## src/rtl/pulse_pair_meter.sv

```systemverilog
// Measures a periodic double-pulse train on an asynchronous pin: pulse-1 width,
// inter-pulse gap, pulse-2 width and frame period, all in clk cycles.
`timescale 1ns/1ps
module pulse_pair_meter #(
  parameter int CNT_W       = 32,
  parameter int TIMEOUT     = 1000000,
  parameter int SYNC_STAGES = 2
) (
  input  logic             clk,
  input  logic             rst_n,
  input  logic             pulse_in,
  input  logic             clear,
  output logic [CNT_W-1:0] width1,
  output logic [CNT_W-1:0] delay,
  output logic [CNT_W-1:0] width2,
  output logic [CNT_W-1:0] period,
  output logic             meas_valid,
  output logic             timeout_err
);

  localparam logic [CNT_W-1:0] ONE    = CNT_W'(1);
  localparam logic [CNT_W-1:0] TO_VAL = CNT_W'(TIMEOUT);

  typedef enum logic [2:0] {ARM, IDLE, P1, GAP, P2, TAIL} state_t;

  logic [SYNC_STAGES-1:0] sync_q, fill_q;
  logic                   prev_q;
  logic                   s, rise, fall, sync_full;

  state_t                 state_q;
  logic [CNT_W-1:0]       w1_q, dl_q, w2_q, per_q;
  logic [CNT_W-1:0]       width1_q, delay_q, width2_q, period_q;
  logic                   meas_valid_q, timeout_err_q;

  function automatic logic [CNT_W-1:0] sat_inc(input logic [CNT_W-1:0] v);
    return (v == '1) ? v : v + ONE;
  endfunction

  // fill_q marks when s first reflects a post-reset pin sample, so ARM never
  // mistakes the reset-zeroed chain for a real low level.
  always_ff @(posedge clk or negedge rst_n) begin
    if (!rst_n) begin
      sync_q <= '0;
      fill_q <= '0;
      prev_q <= 1'b0;
    end else begin
      sync_q <= {sync_q[SYNC_STAGES-2:0], pulse_in};
      fill_q <= {fill_q[SYNC_STAGES-2:0], 1'b1};
      prev_q <= s;
    end
  end

  assign s         = sync_q[SYNC_STAGES-1];
  assign sync_full = fill_q[SYNC_STAGES-1];
  assign rise      = s & ~prev_q;
  assign fall      = ~s & prev_q;

  always_ff @(posedge clk or negedge rst_n) begin
    if (!rst_n) begin
      state_q       <= ARM;
      w1_q          <= '0;
      dl_q          <= '0;
      w2_q          <= '0;
      per_q         <= '0;
      width1_q      <= '0;
      delay_q       <= '0;
      width2_q      <= '0;
      period_q      <= '0;
      meas_valid_q  <= 1'b0;
      timeout_err_q <= 1'b0;
    end else begin
      meas_valid_q  <= 1'b0;
      timeout_err_q <= 1'b0;
      if (clear) begin
        state_q <= ARM;
        w1_q    <= '0;
        dl_q    <= '0;
        w2_q    <= '0;
        per_q   <= '0;
      end else begin
        case (state_q)
          ARM:  if (sync_full && !s) state_q <= IDLE;
          IDLE: if (rise) begin
            state_q <= P1;
            w1_q    <= ONE;
            per_q   <= ONE;
          end
          default: begin
            // Timeout is tested before any edge, so a TAIL rise landing on the
            // timeout cycle is discarded with the frame.
            if (per_q >= TO_VAL) begin
              timeout_err_q <= 1'b1;
              state_q       <= ARM;
              w1_q          <= '0;
              dl_q          <= '0;
              w2_q          <= '0;
              per_q         <= '0;
            end else begin
              per_q <= sat_inc(per_q);
              case (state_q)
                P1: if (fall) begin
                  state_q <= GAP;
                  dl_q    <= ONE;
                end else w1_q <= sat_inc(w1_q);
                GAP: if (rise) begin
                  state_q <= P2;
                  w2_q    <= ONE;
                end else dl_q <= sat_inc(dl_q);
                P2: if (fall) state_q <= TAIL;
                    else      w2_q    <= sat_inc(w2_q);
                TAIL: if (rise) begin
                  width1_q     <= w1_q;
                  delay_q      <= dl_q;
                  width2_q     <= w2_q;
                  period_q     <= per_q;
                  meas_valid_q <= 1'b1;
                  state_q      <= P1;
                  w1_q         <= ONE;
                  per_q        <= ONE;
                end
                default: ;
              endcase
            end
          end
        endcase
      end
    end
  end

  assign width1      = width1_q;
  assign delay       = delay_q;
  assign width2      = width2_q;
  assign period      = period_q;
  assign meas_valid  = meas_valid_q;
  assign timeout_err = timeout_err_q;

endmodule

```

## config.mk

```make
export PLATFORM = sky130hd
export DESIGN_NAME = pulse_pair_meter
export DESIGN_NICKNAME = d
export VERILOG_FILES = /design/src/rtl/pulse_pair_meter.sv
export SDC_FILE = /design/constraint.sdc
export NUM_CORES = 1
export LEC_CHECK = 0
export BUFFER_PORTS_ARGS = -buffer_cell sky130_fd_sc_hd__buf_4
export CAP_MARGIN = 5
export CORE_AREA = 2 2 150 152
export CTS_BUF_LIST = sky130_fd_sc_hd__clkbuf_8
export DETAILED_ROUTE_END_ITERATION = 12
export DIE_AREA = 0 0 152 154
export GPL_TIMING_DRIVEN = 0
export HOLD_SLACK_MARGIN = 0.12
export PLACE_DENSITY_LB_ADDON = 0.2
export SLEW_MARGIN = 20
export SYNTH_ARGS = -nofsm -noshare
export SYNTH_HDL_FRONTEND = slang
export SYNTH_SLANG_ARGS = --single-unit
```

## constraint.sdc

```tcl
create_clock -name clk -period 4.69 [get_ports clk]
set_input_delay 0.2345 -clock clk [delete_from_list [all_inputs] [get_ports clk]]
set_output_delay 0.2345 -clock clk [all_outputs]
set_load 0.05 [all_outputs]
```

# Word level (Yosys, flattened, before mapping)
# Cells that the tools add are included.
word_totals:
  register_bits: 266
  inputBits: 4
  output_inout_bits: 130
  wordCells: 108
op_classes:
  n_eq_ne: 24
  order_cmp: 1
  add_sub_neg: 4
  n_bitwise: 7
  n_mux: 44
  n_reduce_logical: 14
op_table:
  columns: ["operator", "n"]
  rows:
  - ["32-bit two-way mux", 22]
  - ["32-bit one-hot mux with 2 select lines", 5]
  - ["32-bit by 1-bit adder with 32-bit output, second input constant", 4]
  - ["32-bit equality test, second input constant", 4]
  - ["32-bit by 20-bit >= comparator with 1-bit output, second input constant", 1]
  - ["4-bit != test, second input constant", 6]
  - ["3-bit two-way mux", 7]
  - ["5-bit AND reduction", 4]
  - ["6-bit != test, second input constant", 3]
  - ["3-bit one-hot mux with 4 select lines", 1]
  - ["5-bit != test, second input constant", 2]
  - ["1-bit two-way mux", 8]
  - ["4-bit nonzero test", 2]
  - ["8-bit nonzero test", 1]
  - ["3-bit by 2-bit equality test with 1-bit output, second input constant", 2]
  - ["3-bit equality test, second input constant", 2]
  - ["3-bit != test, second input constant", 2]
  - ["3-bit one-hot mux with 2 select lines", 1]
  - ["1-bit inverter", 5]
  - ["5-bit nonzero test", 1]
  - ["4-bit AND reduction", 1]
  - ["3-bit by 1-bit equality test with 1-bit output, second input constant", 1]
  - ["3-bit logical NOT", 1]
  - ["1-bit bitwise AND", 2]
  - ["6 further kinds", 6]

# Depth between registers and ports, before layout
# Gate-level depths: netlist (run 1).
depth:
  depth_word: 7
  mapped_depth: 10
  depth_no_buf: 7

# Worst setup path before layout (run 1)
# OpenSTA, ideal clock, no wires.
synth_path:
  path_kind: "flip-flop to flip-flop"
  from: "register per_q[28]"
  to: "register delay_q[0], in the netlist delay[0]"
  path_buffers: 3
  setup_ns: 0.125
  t_required_ns: 4.565
  setup_slack_ns: 2.363
  period_less_slack_ns: 2.327
  t_arrival_ns: 2.202
  path_stages_with_launch: 9
  cell_sequence: "dfrtp_1 > nor4_1 > and4b_1 > o21ai_1 > buf_2 > nor3_2 > buf_4 > buf_6 > mux2_2"
synth_via:
  elab_chain_len: 3
synth_lines:
  columns: ["item", "line", "source"]
  rows:
  - ["start: declaration", "31", "logic [CNT_W-1:0] w1_q, dl_q, w2_q, per_q;"]
  - ["start signal: assignment", "99", "per_q <= sat_inc(per_q);"]
  - ["32-bit by 20-bit >= comparator with 1-bit output", "91", "if (per_q >= TO_VAL) begin"]
  - ["1-bit inverter (no source line)", null, null]
  - ["5-bit AND reduction (no source line)", null, null]
  - ["end signal: assignment", "113", "delay_q <= dl_q;"]
  - ["end: declaration", "32", "logic [CNT_W-1:0] width1_q, delay_q, width2_q, period_q;"]
# No other way between the ends.
# A chain may end at the register's enable or synchronous reset.

# Worst setup path after layout (run 1)
layout_path:
  from: "register per_q[21]"
  to: "register width1_q[31], in the netlist width1[31]"
layout_via:
  elab_chain_len: 3
layout_lines:
  columns: ["item", "line", "source"]
  rows:
  - ["32-bit by 20-bit >= comparator with 1-bit output", "91", null]
  - ["1-bit inverter (no source line)", null, null]
  - ["5-bit AND reduction (no source line)", null, null]
  - ["end signal: assignment", "112", "width1_q <= w1_q;"]
  - ["end: declaration", "32", null]
# No other way between the ends.

==> summary.txt, run 1 <==
run status - completed
most area-consuming cells after synthesis - dfrtp_1 52%, mux2_2 10%, o21ai_0 2.8%
Initial Util - 59.4%
core area - 0.0217 mm²
synthesized area per cell - 10.6 µm²
type of origin of the critical path - flip-flop
cell area power density - 345 mW/mm²
Worst-Skew Late Latency - 0.55 ns
#FFs+latches synth - 266
CP Class - flip-flop to flip-flop
slowest stage delay, CP - 0.51 ns
Sink Count - 266
Synth top area share - 51.7%
CTS clk-pin slew, worst paths - 0.06 ns
Peak VDD IR - 304 µV
I/O Buffers - 132
Worst R2R Start - per_q[21]
CP Capture Type - flip-flop
grt ovf - 0
register area share after synthesis - 51.7%
Die Y - 154 µm
final setup fails - 0
post-route ant nets - 0
R2R Path End - width1[31]
Worst slew margin - 39.5%
DR vias/cell - 6.31
Mapped Area - 0.0129 mm²
Slowest-stage cell, CP - nor4_1
htree depth - 2
Synthesis Warnings - 0
detailed placer's ending HPWL - 21.9 mm
gpl congestion - 0.911
Synthesized Nets - 1227
Pins Over Slew Limit - 0
pin count of the biggest net entering global routing - 102
total power after layout - 5260 µW
static leakage - 0.00721 µW
Final Hold Viols - 0
number of synthesized flops with an enable pin - 0
fmax - 0.314 GHz
Crit. path cell count - 8
vias in the first global route - 10500
setup bufs post-CTS - 0
CTS root buf - clkbuf_8
cell family with most CP delay - simple AND/OR/NAND/NOR gates
skew final - 0.0276 ns
post-route insts no fill - 1711
Die X - 152 µm
worst path bufs/invs - 3
Max-Cap Viols - 0
antenna violations before repair - 0
min Tclk post-route - 3.18 ns
total number of vias - 10800
Tightest Pin Transition - 0.901 ns
Antenna diodes - 0
Wirelength per Cell - 18.9 µm
layout cells sized above 1 - 26.3%
RSZ-0062 raised after global routing - false
Top FF cell, synth - dfrtp_1
Pre-antenna DRT Iters - 6
DR iter-0 viols - 933
FF-to-FF path depth - 8
die area - 0.0234 mm²
Post-synth ARST share - 100%
Critical Path AT - 3.59 ns
final period utilization - 67.8%
setup TNS - 0 ns
All-Layer GR Usage - 27.6%
WP data required - 5.10 ns
Synth Instances - 1218
WL final - 32.4 mm
io pins - 134
Worst Hold Class - input port to asynchronous set/reset pin
Rows - 54
Layout area overhead - 18.2%
first-pass GRT wire length - 53.6 mm
critical-path cell list - nor4_1, and4b_1, o21ai_1, buf_2, nor3_2, buf_4, buf_6, mux2_2
CTS tree - yes
largest area contributor in the netlist - dfrtp_1
Max clock buf depth - 3
synth unique cells - 79
CP max FO - 10
CTS buffer count - 43
synth cell count leaders - 266 x dfrtp_1, 116 x mux2_2, 96 x nand2_1, 74 x nor2_1, 72 x o21ai_0
most common cell in the synthesized netlist - dfrtp_1
# DRC - 0
placed cell count - 1632
Final Net Count - 1409
FF-to-FF setup slack - 1.51 ns
-- stage by stage --
| step | util [%] | area, µm² | worst slack [ns] | hold slack, ns |
|---|---|---|---|---|
| after floorplan | - | 12900 | 2.36 | -0.0611 |
| after global placement | 65.6 | 14200 | 1.21 | 0.334 |
| after detailed placement | 65.9 | 14300 | 1.63 | 0.220 |
| after CTS | 70.2 | 15200 | 1.59 | 0.226 |
| after global routing | 70.2 | 15200 | 1.40 | 0.286 |
| final | 70.2 | 15200 | 1.51 | 0.220 |
-- registers in the layout (all words and copies together) (netlist names) --
register,cells
delay,32
dl_q,32
per_q,32
period,32
w1_q,32
w2_q,32
width1,32
width2,32
state_q,3
fill_q,2
sync_q,2
meas_valid,1
prev_q,1
timeout_err,1
-- per-layer routing --
metal  up-vias  track usage (%)  part of all wire, %
li1       4927                -                    -
met1      5361             39.3                   44
met2       441             43.9                   48
met3        61             4.03                  6.3
met4         0             9.17                  2.0
met5         -                0                    0
-- report_power, final --
part	internal (µW)	switching (µW)	total, µW
Sequential	2330	47.0	2380
Combinational	214	561	775
Clock	1180	922	2100
-- final cells by class --
cell class,instances,area [µm²]
buffer,67,375
fill,1633,6470
sequential,266,6660
tap,280,350
clock inverter,20,139
multi-input combinational,865,5770
clock buffer,56,771
inverter,20,75.1
timing repair buffer,137,1080
-- worst max path at each step --
stage | startpoint | end | slack, ns
4_1_cts | per_q[21] | width1[29] | 1.59
5_1_grt | dl_q[0] | dl_q[6] | 1.40
2_1_floorplan | per_q[28] | delay[0] | 2.36
3_3_place_gp | rst_n | width1[19] | 1.21
6_report | per_q[21] | width1[31] | 1.51
3_5_place_dp | per_q[21] | width1[29] | 1.63
-- logic make-up (layout without fill, tap and decap cells) --
group / count (synthesis) / count (layout) / synth area share [%]
XOR/XNOR: 14 / 14 / 0.952
other: 1 / 1 / 0.0291
adder cells (fa/ha/maj): 5 / 5 / 0.486
multiplexers: 122 / 122 / 10.6
AND/OR/NAND/NOR: 445 / 445 / 18.4
buffers and inverters: 87 / 300 / 3.50
AO/OA/AOI/OAI: 278 / 278 / 14.4
flip-flops: 266 / 266 / 51.7
-- placed cells by master (no fill, tap or decap), drive strengths merged, types with 4 or more instances in the layout --
cell     netlist  routed
mux2         116     116
nand2b        10      10
buf           36     170
o211ai         6       6
clkbuf        31      87
or2            4       4
and2          11      11
or4            8       8
inv           20      29
nor3b          6       6
a21o           9       9
and3          24      24
nor3          36      36
clkinv         0       9
xor2          11      11
o21ai         78      78
a41oi          4       4
nand3         66      66
mux2i          6       6
o21a           8       8
o22ai         10      10
and4           8       8
a22o          25      25
a21oi         40      40
ha             5       5
nor4          23      23
nand4b         5       5
nor2          76      76
nand2         96      96
nor2b         18      18
nand4         36      36
o2111ai        4       4
dfrtp        266     266
or3           11      11
a32oi          5       5
o31ai         17      17
a31oi         43      43
-- what timing repair did --
| item | CTS | global route |
|---|---|---|
| hold buffers | 3 | 0 |
| gates resized for setup | 0 | 0 |
| hold endpoints to repair | 70 | 0 |
Power figures use the tool's default switching activity.
==> run 2: changes to the inputs <==
- clock period: 4.69 -> 2.94 ns (I/O delays scaled with it)
==> run 2 against run 1 <==
Net effect: die area did not move; global-route usage about the same; wire length is 0.69% higher; critical path type unchanged; final cell count stayed put; hold slack got worse by 0.082 ns; core utilization up 0.28 points; count of clock-buffer cells in the layout stayed put; via count increased by 0.11%; largest power group unchanged; critical path depth is the same; maximum frequency grew 13%; highest routed layer unchanged; sequential power rose by 60%.
==> summary.txt, run 2 (synthesized netlist as in run 1, its figures left out) <==
clock share of power - 39.8% (-0.2 points)
layout cells sized above 1 - 27.0% (+0.70 points)
Multi-input gate area - 0.00582 mm² (+0.87%)
run status - completed
CP max FO - 9 (-1)
gpl congestion - 0.911 (unchanged)
Worst slew margin - 42.2% (+2.8 points)
Pre-antenna DRT Iters - 5 (-1)
antenna violations before repair - 0 (unchanged)
most frequent cells in the layout - 266 x dfrtp_1, 134 x buf_4, 116 x mux2_2
dpl cell area - 0.0143 mm² (unchanged)
critical-path cell list - ha_1, and3_1, and3_1, and3_1, clkbuf_1, a21oi_1, o22ai_1, a21o_1
CP Capture Type - flip-flop
Initial Util - 59.4% (unchanged)
io pins - 134 (unchanged)
WP data required - 3.37 ns (-1.73 ns)
Sink Count - 266 (unchanged)
Slowest-stage cell, CP - a21oi_1
hold_ws - 0.137 ns (-0.0824 ns)
internal power - 5950 µW (+60%)
CTS tree - yes
commonest non-fill, non-tap cell in the layout - dfrtp_1
final period utilization - 95.7% (+28 points)
CP Class - flip-flop to flip-flop
register area - 0.00666 mm² (unchanged)
Tightest Pin Transition - 0.867 ns (-0.0346 ns)
setup bufs post-CTS - 0 (unchanged)
Final Hold Viols - 0 (unchanged)
Layout area overhead - 18.7%
total number of vias - 10800 (+0.11%)
htree depth - 2 (unchanged)
Seq pwr share - 45.2% (about the same)
Antenna diodes - 0 (unchanged)
Crit. path cell count - 8 (unchanged)
pin count of the biggest net entering global routing - 102 (unchanged)
Max-Cap Viols - 0 (unchanged)
Rows - 54 (unchanged)
P_sw - 2450 µW (+60%)
fmax - 0.355 GHz (+13%)
worst path bufs/invs - 1 (-2)
vias in the first global route - 10500 (+0.067%)
Critical Path AT - 3.25 ns (-0.34 ns)
type of origin of the critical path - flip-flop
Die X - 152 µm (unchanged)
slowest stage delay, CP - 0.71 ns (+0.20 ns)
Die Y - 154 µm (unchanged)
switch share - 29.2% (+0.050 points)
Peak VDD IR - 484 µV (+60%)
FF-to-FF path depth - 8 (unchanged)
Pins Over Slew Limit - 0 (unchanged)
Core Util, Final - 70.5% (+0.28 points)
# DRC - 0 (unchanged)
cell mode on critical path - and3_1
CTS root buf - clkbuf_8
combinational power share - 14.9% (+0.2 points)
Max clock buf depth - 3 (unchanged)
final setup fails - 0 (unchanged)
post-route ant nets - 0 (unchanged)
Wirelength per Cell - 19.1 µm (+0.69%)
FILL cells - 1621 (-0.73%)
skew final - 0.0191 ns (-0.00844 ns)
cell area power density - 550 mW/mm² (+59%)
CTS buffer count - 43 (unchanged)
Worst Hold Class - input port to asynchronous set/reset pin
core area - 0.0217 mm² (unchanged)
Final Net Count - 1409 (unchanged)
die area - 0.0234 mm² (unchanged)
DR vias/cell - 6.31 (+0.11%)
cell family with most CP delay - compound AO/OA/AOI/OAI gates
grt ovf - 0 (unchanged)
min Tclk post-route - 2.81 ns (-0.368 ns)
detailed placer's ending HPWL - 21.9 mm (unchanged)
DR iter-0 viols - 851 (-8.8%)
first-pass GRT wire length - 53.7 mm (+0.23%)
design area - 0.0153 mm² (+0.39%)
Worst-Skew Late Latency - 0.55 ns (about the same)
CTS clk-pin slew, worst paths - 0.07 ns (about the same)
WL final - 32.6 mm (+0.69%)
I/O Buffers - 132 (unchanged)
All-Layer GR Usage - 27.6% (+0.043 points)
RSZ-0062 raised after global routing - false
static leakage - 0.00723 µW (+0.34%)
run 2: cell count changes in the layout (fill, tap and decap cells not counted), moves of 2 or more:
cell / before / now
clkbuf_1: 28 / 26
clkbuf_2: 3 / 5
nor4_1: 22 / 19
nor4_2: 1 / 4
run 2: through the flow:
step / worst slack [ns] / setup TNS [ns] / instances / total power, µW
after detailed placement: -0.117 / -8.49 / 1632 / 5070
final: 0.127 / 0 / 1711 / 8400
after floorplan: 0.613 / 0 / 1218 / 4640
after global routing: 0.0167 / 0 / 1711 / 8730
after global placement: -0.455 / -114.81 / 1630 / 5030
after CTS: 0.00689 / 0 / 1711 / 8430
run 2: power groups by stage:
| stage | clock, µW | sequential (µW) | combinational, µW |
|---|---|---|---|
| final | 3350 | 3800 | 1250 |
| after global routing | 3570 | 3800 | 1360 |
| after CTS | 3410 | 3790 | 1220 |
| after detailed placement | 0 | 3860 | 1200 |
| after global placement | 0 | 3860 | 1170 |
| after floorplan | 0 | 3860 | 771 |
run 2: metal layers:
metal,up-vias,global-route usage (%),part of all wire [%]
met5,-,0,0
met4,0,8.99,2.4
met3,70,3.97,6.4
li1,4916,-,-
met1,5364,39.4,44
met2,452,44.1,48
run 2: worst register-to-register path, stage by stage (launching register included):
cell,delay (ns)
dfrtp_1,0.50
ha_1,0.30
and3_1,0.27
and3_1,0.25
and3_1,0.16
clkbuf_1,0.13
a21oi_1,0.71
o22ai_1,0.20
a21o_1,0.20
run 2: area by class of cell:
| class | count | area share (%) |
|---|---|---|
| repair buffers | 137 | 7.09 |
| well taps | 280 | 2.29 |
| flip-flops and latches | 266 | 43.6 |
| clock buffers | 56 | 5.04 |
| inverters | 20 | 0.491 |
| plain buffers | 67 | 2.52 |
| clock inverters | 20 | 0.909 |
| multi-input cells | 865 | 38.1 |
run 2: final timing paths:
path / slack [ns] / start / to
worst max-delay path: 0.13 / dl_q[0] / dl_q[24]
worst min-delay path: 0.14 / rst_n / width2[17]
worst max register to register: 0.13 / dl_q[0] / dl_q[24]
worst min register to register: 0.35 / fill_q[0] / fill_q[1]
max in group asynchronous: 1.46 / rst_n / period[7]
min in group clk: 0.28 / pulse_in / sync_q[0]
run 2: what timing repair did:
action                                  CTS  global route
resized for setup                         3            13
hold buffers                              3             0
endpoints found under the setup margin  118           155
pin swaps                                 0             2
hold endpoints to repair                173             0
